<file path="src/rtl/stream_demux_pkg.sv">
// Shared types for the registered 1:2 stream demux.
// Packet FSM states and port select encodings.
package stream_demux_pkg;

  typedef enum logic {
    IDLE = 1'b0,
    PKT  = 1'b1
  } state_t;

  localparam logic SEL_PORT0 = 1'b0;
  localparam logic SEL_PORT1 = 1'b1;

endpackage

</file>
<file path="src/rtl/out_reg_slice.sv">
// One-entry output register with valid/ready handshake.
// can_load is high when the slot is empty or draining this cycle.
module out_reg_slice #(
  parameter int DATA_W = 8
) (
  input  logic              clk,
  input  logic              rst_n,
  input  logic              i_load,
  input  logic [DATA_W-1:0] i_data,
  input  logic              i_last,
  input  logic              i_ready,
  output logic              o_valid,
  output logic [DATA_W-1:0] o_data,
  output logic              o_last,
  output logic              o_can_load
);

  logic              r_valid;
  logic [DATA_W-1:0] r_data;
  logic              r_last;

  // Ternaries keep an X on load visible instead of masking it
  always_ff @(posedge clk or negedge rst_n) begin
    if (!rst_n) begin
      r_valid <= 1'b0;
      r_data  <= '0;
      r_last  <= 1'b0;
    end else begin
      r_valid <= i_load | (r_valid & ~i_ready);
      r_data  <= i_load ? i_data : r_data;
      r_last  <= i_load ? i_last : r_last;
    end
  end

  assign o_valid    = r_valid;
  assign o_data     = r_data;
  assign o_last     = r_last;
  assign o_can_load = ~r_valid | i_ready;

endmodule

</file>
<file path="src/rtl/stream_demux_1to2.sv">
// Registered 1:2 stream demux with packet destination lock.
// Destination is latched on a packet's first beat until its last.
module stream_demux_1to2
  import stream_demux_pkg::*;
#(
  parameter int DATA_W   = 8,
  parameter bit PKT_MODE = 1'b1
) (
  input  logic              clk,
  input  logic              rst_n,
  input  logic [DATA_W-1:0] in_data,
  input  logic              in_sel,
  input  logic              in_last,
  input  logic              in_valid,
  output logic              in_ready,
  output logic [DATA_W-1:0] out0_data,
  output logic              out0_last,
  output logic              out0_valid,
  input  logic              out0_ready,
  output logic [DATA_W-1:0] out1_data,
  output logic              out1_last,
  output logic              out1_valid,
  input  logic              out1_ready,
  output logic              busy
);

  state_t r_state;
  logic   r_lock;
  logic   r_busy;

  logic   w_dest;
  logic   w_acc;
  logic   w_load0;
  logic   w_load1;
  logic   w_can0;
  logic   w_can1;

  assign w_dest = (!PKT_MODE || r_state == IDLE) ? in_sel : r_lock;

  assign in_ready = (w_dest == SEL_PORT1) ? w_can1 : w_can0;
  assign w_acc    = in_valid & in_ready;
  assign w_load0  = w_acc & (w_dest == SEL_PORT0);
  assign w_load1  = w_acc & (w_dest == SEL_PORT1);

  out_reg_slice #(
    .DATA_W(DATA_W)
  ) u_out0 (
    .clk       (clk),
    .rst_n     (rst_n),
    .i_load    (w_load0),
    .i_data    (in_data),
    .i_last    (in_last),
    .i_ready   (out0_ready),
    .o_valid   (out0_valid),
    .o_data    (out0_data),
    .o_last    (out0_last),
    .o_can_load(w_can0)
  );

  out_reg_slice #(
    .DATA_W(DATA_W)
  ) u_out1 (
    .clk       (clk),
    .rst_n     (rst_n),
    .i_load    (w_load1),
    .i_data    (in_data),
    .i_last    (in_last),
    .i_ready   (out1_ready),
    .o_valid   (out1_valid),
    .o_data    (out1_data),
    .o_last    (out1_last),
    .o_can_load(w_can1)
  );

  always_ff @(posedge clk or negedge rst_n) begin
    if (!rst_n) begin
      r_state <= IDLE;
      r_lock  <= SEL_PORT0;
      r_busy  <= 1'b0;
    end else if (!PKT_MODE) begin
      r_state <= IDLE;
      r_busy  <= 1'b0;
    end else if (w_acc) begin
      unique case (r_state)
        IDLE: begin
          if (!in_last) begin
            r_state <= PKT;
            r_lock  <= in_sel;
            r_busy  <= 1'b1;
          end
        end
        PKT: begin
          if (in_last) begin
            r_state <= IDLE;
            r_busy  <= 1'b0;
          end
        end
        default: begin
          r_state <= IDLE;
          r_busy  <= 1'b0;
        end
      endcase
    end
  end

  assign busy = r_busy;

endmodule
</file>
<file path="config.mk">
export PLATFORM = sky130hd
export DESIGN_NAME = stream_demux_1to2
export DESIGN_NICKNAME = d
export VERILOG_FILES = /design/src/rtl/stream_demux_pkg.sv /design/src/rtl/out_reg_slice.sv /design/src/rtl/stream_demux_1to2.sv
export SDC_FILE = /design/constraint.sdc
export NUM_CORES = 1
export LEC_CHECK = 0
export ABC_CLOCK_PERIOD_IN_PS = 1750
export BUFFER_PORTS_ARGS = -buffer_cell sky130_fd_sc_hd__buf_4
export CAP_MARGIN = 20
export CELL_PAD_IN_SITES_DETAIL_PLACEMENT = 1
export CELL_PAD_IN_SITES_GLOBAL_PLACEMENT = 1
export CORE_ASPECT_RATIO = 1.4
export CORE_MARGIN = 2
export CORE_UTILIZATION = 37
export DETAILED_ROUTE_END_ITERATION = 6
export PLACE_DENSITY_LB_ADDON = 0.05
export SYNTH_ARGS = -nofsm -noshare
export SYNTH_HDL_FRONTEND = slang
export SYNTH_SLANG_ARGS = --single-unit
export TNS_END_PERCENT = 100
</file>
<file path="constraint.sdc">
create_clock -name clk -period 1.75 [get_ports clk]
set_input_delay 0.35 -clock clk [delete_from_list [all_inputs] [get_ports clk]]
set_output_delay 0.35 -clock clk [all_outputs]
set_load 0.02 [all_outputs]
</file>
=== After elaboration in Yosys (flattened, before gate mapping) ===
Index checks and enable logic that the tools add are counted.
Widths: inputs -> output; s select.

* Reduce and logical (&&, ||, !) cells: 2
* Multiplexer cells: 6
* Bitwise logic cells: 16
* Equality and inequality tests: 2

{| class="wikitable"
|+ Operators by type and width
! kind !! count
|-
| $not 1->1 || 7
|-
| $reduce_and 3->1 || 2
|-
| $and 1x1->1 || 5
|-
| $mux 1 || 5
|-
| $ne 2x2->1 const B || 2
|-
| $or 1x1->1 || 4
|-
| $pmux 1 s2 || 1
|}

* Output and inout port bits: 22
* Input bits: 15
* Word-level logic and storage cells: 35
* Register bits: 23

=== Depth between registers and ports, before layout ===
* Depth in word-level cells: 6
* Mapped depth: 6
* Mapped depth without buffers: 6

=== Modules after synthesis ===
A second synthesis with hierarchy kept.

* Cell total of the unflattened synthesis: 69
* Area, all modules: 1059.8 um^2

{| class="wikitable"
|+ Modules (own cells, without submodules)
! module !! seq. area each (um^2) !! area each (um^2) !! cells an instance !! times used
|-
| out_reg_slice || 250.2 || 409.1 || 22 || 2
|-
| stream_demux_1to2 || 75.1 || 241.5 || 25 || 1
|}

=== Worst setup path before layout ===
OpenSTA, ideal clock, no wires.

* Path kind: reg2reg
* Start point: reg u_out1.r_valid (netlist: u_out1.o_valid)
* End point: reg r_busy (netlist: busy)
* Path buffers: 0
* Setup time: 0.125 ns
* Setup slack: 0.137 ns
* Cell stages (with the launch flop): 5
* Arrival: 1.488 ns
* Cell sequence: dfrtp_1 > or2b_2 > mux2_4 > nand3b_2 > mux2_4

* Longest elaborated chain between the ends: 5

{| class="wikitable"
|+ Ends and longest elaborated chain
! item !! RTL line !! text
|-
| start: declaration || out_reg_slice.sv:18 || <nowiki>logic r_valid;</nowiki>
|-
| start signal: assignment || out_reg_slice.sv:29 || <nowiki>r_valid <= i_load | (r_valid & ~i_ready);</nowiki>
|-
| $not 1->1 || out_reg_slice.sv:38 || <nowiki>assign o_can_load = ~r_valid | i_ready;</nowiki>
|-
| $or 1x1->1 || out_reg_slice.sv:38 ||
|-
| $mux 1 || stream_demux_1to2.sv:40 || <nowiki>assign in_ready = (w_dest == SEL_PORT1) ? w_can1 : w_can0;</nowiki>
|-
| named net in_ready || stream_demux_1to2.sv:15 || <nowiki>output logic in_ready,</nowiki>
|-
| $and 1x1->1 || stream_demux_1to2.sv:41 || <nowiki>assign w_acc = in_valid & in_ready;</nowiki>
|-
| $reduce_and 3->1 (no source line) || -- ||
|-
| end signal: assignment || stream_demux_1to2.sv:79 || <nowiki>r_busy <= 1'b0;</nowiki>
|-
| end signal: assignment || stream_demux_1to2.sv:82 || <nowiki>r_busy <= 1'b0;</nowiki>
|-
| end signal: assignment || stream_demux_1to2.sv:89 || <nowiki>r_busy <= 1'b1;</nowiki>
|-
| end: declaration || stream_demux_1to2.sv:29 || <nowiki>logic r_busy;</nowiki>
|}

The timed path passes the listed nets, and every way through them passes these cells.
A chain may end at the register's enable or synchronous reset.

=== Worst setup path after layout ===
* Start point: reg r_state
* End point: out in_ready

* Longest elaborated chain between the ends: 2

{| class="wikitable"
|+ Ends and longest elaborated chain
! item !! RTL line !! text
|-
| start: declaration || stream_demux_1to2.sv:27 || <nowiki>state_t r_state;</nowiki>
|-
| start signal: assignment || stream_demux_1to2.sv:77 || <nowiki>r_state <= IDLE;</nowiki>
|-
| start signal: assignment || stream_demux_1to2.sv:81 || <nowiki>r_state <= IDLE;</nowiki>
|-
| start signal: assignment || stream_demux_1to2.sv:87 || <nowiki>r_state <= PKT;</nowiki>
|-
| $mux 1 || stream_demux_1to2.sv:38 || <nowiki>assign w_dest = (!PKT_MODE || r_state == IDLE) ? in_sel : r_lock;</nowiki>
|-
| $mux 1 || stream_demux_1to2.sv:40 ||
|-
| end: declaration || stream_demux_1to2.sv:15 ||
|}

Every way passes these cells.

==> results.cfg <==
[logic_synthesis]
yosysUniqueCellTypes = 20
yosys.area_share.simple_pct = 9.542
yosysSeqAreaShare_pct = 58.52
synthAdderAreaFrac_pct = 1.272
synth-compound-area-share_pct = 4.835
synth_area_um2 = 983.4
synth_mux_area_share_pct = 22.77
synth.avg_cell_area_um2 = 14.46
ys_ff_latch = 23
synth_top_family_by_area = multiplexers
synth_xor_area_share_pct = 0
synth_cells = 68
ys.warnings.count = 0
syn_nets = 84

[hold_path]
hold_class = in2reg
holdPathStages = 2
min-delay-start = in_data[2]
hold_path_end = u_out1.o_data[2]

[timing]
grt_setup_unrepaired = yes
finalMaxSlewViolations = 0
worst_slack_ns = -0.03288
tns_ns = -0.03288
finalSetupViolations = 1
period_share_pct = 101.9
tightest_slew_ns = 0.3053
relSlewSlack_pct = 79.62
hold_viol = 0
skew_ns = 0.001302
fin_crit_ns = 1.783
timing.fmax_mhz = 560.9

[setup_path]
reg2reg_from = r_state
reg2reg_slack_ns = 0.06
startpoint_type = flip-flop
crit_arrival_ns = 1.43
endpoint_kind = output pin
worstSetupPathType = reg2out
crit_required_ns = 1.40
r2r_end = busy
startpoint = r_state
reg2reg_depth = 6
cp_max_fo = 2

[power_and_ir_drop]
total_leakage_power_nw = 0.6671
power.density_mw_per_mm2 = 1747
power.total_mw = 2.376
vdd_drop_max_v = 0.0008424

[global_route]
grt_start_max_net_pins = 24
grt_antenna_before_repair = 0
grt_first_pass_wirelength_um = 3249
grt_usage_pct = 15.06
grt_pass1_vias = 762
grt_overflow = 0

[cells_and_area]
diodes = 0
fin_cells = 148
final_net_count = 129
drive_gt1_share_pct = 61.61
fill_cells = 310
design_area_mm2 = 0.001360
syn_to_final_growth_pct = 38.29

[floorplan]
core_mm2 = 0.002587
ios = 37
die_area_mm2 = 0.003092
die_w_um = 47.57
die_h_um = 65
initial_core_util_pct = 38.01
rows = 22

[flow_run]
maxCapViolations = 0

[clock_network]
cts_sinks = 23
root_buffer = clkbuf_4
cts_tree = done
clk_pin_slew_ns = 0.12
clk_path_buf_depth = 2
insertion_delay_ns = 0.30
cts_buffers = 3
htree_levels = 1

[detailed_routing]
drc = 0
drt_iter0_drc = 0
drt-total-wl_um = 2054
vias = 699
avgViaCountPerCell = 4.723
first_pass_iters = 1
ant_nets = 0
wire_per_inst_um = 13.88

[placement]
io_buffers = 36
hpwlAfterDp_um = 1510
placed_cell_area_mm2 = 0.001276
dp.cells = 138
gp_congestion = 0.7673

[outcome]
violations = negative setup slack
outcome = finished with violations
power by group:
group	switching [mW]	total, mW	internal, mW
Combinational	0.598	1.24	0.641
Clock	0.151	0.236	0.0851
Sequential	0.131	0.900	0.770
Total	0.880	2.38	1.50
what timing repair did:
item | CTS | global route
hold endpoints to repair | 23 | 0
setup buffers | 3 | 2
endpoints found under the setup margin | 1 | 1
resized for setup | 2 | 1
hold buffers | 1 | 0
how the worst max path moves through the flow:
stage	to
2_1_floorplan	busy
4_1_cts	in_ready
6_report	in_ready
3_5_place_dp	busy
3_3_place_gp	in_ready
5_1_grt	in_ready
routing by layer:
layer / vias to the layer above / wire length, µm / GRT usage [%]
met5: - / 0 / 0
li1: 328 / - / -
met2: 16 / 1180 / 26.01
met3: 2 / 79 / 3.343
met4: 0 / 21 / 7.095
met1: 353 / 773 / 16.43
area by class of cell:
class	instances	area (µm²)	share of cell area, %
Multi-Input combinational cell	41	382.9	28.15
Clock inverter	1	5.005	0.3680
Sequential cell	23	575.6	42.32
Inverter	2	7.507	0.5520
Clock buffer	3	22.52	1.656
Timing Repair Buffer	42	321.6	23.64
Tap cell	36	45.04	3.312
sequential cells by signal, indices dropped and copies added, names as in the netlist:
register        count
r_lock              1
u_out0.o_data       8
u_out1.o_valid      1
u_out0.o_valid      1
u_out1.o_data       8
u_out1.o_last       1
r_state             1
busy                1
u_out0.o_last       1
placed cells by master (no fill, tap or decap), types with 2 or more instances in the layout:
cell	synthesis	routed
mux2_4	2	2
dfrtp_1	23	23
or2b_4	0	2
a21oi_1	3	3
o21ai_0	2	2
nand2_1	5	5
clkbuf_4	0	3
buf_4	0	40
mux2_2	16	16
inv_1	2	2
through the flow:
step                      util [%]  hold slack, ns  setup WS, ns
after detailed placement     49.32          0.2593        0.1535
after global placement       49.32          0.2586        0.1696
after global routing         52.56          0.2599      -0.08364
after floorplan                  -         0.05441        0.1370
after CTS                    51.89          0.2636      -0.04407
final                        52.56          0.2800      -0.03288
synth_stat cells (all sizes together):
library cell | number | share of area (%)
nand3 | 1 | 1.0
or2b | 2 | 1.8
mux2 | 18 | 21
nor2 | 1 | 0.38
o32ai | 1 | 0.89
ha | 1 | 1.3
nand2 | 5 | 1.9
o21ai | 2 | 1.0
buf | 2 | 2.3
mux2i | 1 | 1.4
nor2b | 1 | 0.64
a211oi | 1 | 0.76
a21oi | 3 | 1.5
nand4 | 1 | 0.64
dfrtp | 23 | 59
a31oi | 1 | 0.64
inv | 2 | 0.76
nand3b | 2 | 3.2
worst max-delay path, cell delays in order, from the launching register on:
cell and delay (ns):
dfrtp_1 0.40, mux2i_2 0.27, mux2_4 0.34, buf_6 0.13
cells by family (layout without fill, tap and decap cells):
family	count (synthesis)	after routing
AND/OR/NAND/NOR	13	13
buffers and inverters	4	48
flip-flops	23	23
multiplexers	19	19
adder cells (fa/ha/maj)	1	1
AO/OA/AOI/OAI	8	8
(Power assumes the default switching activity.)
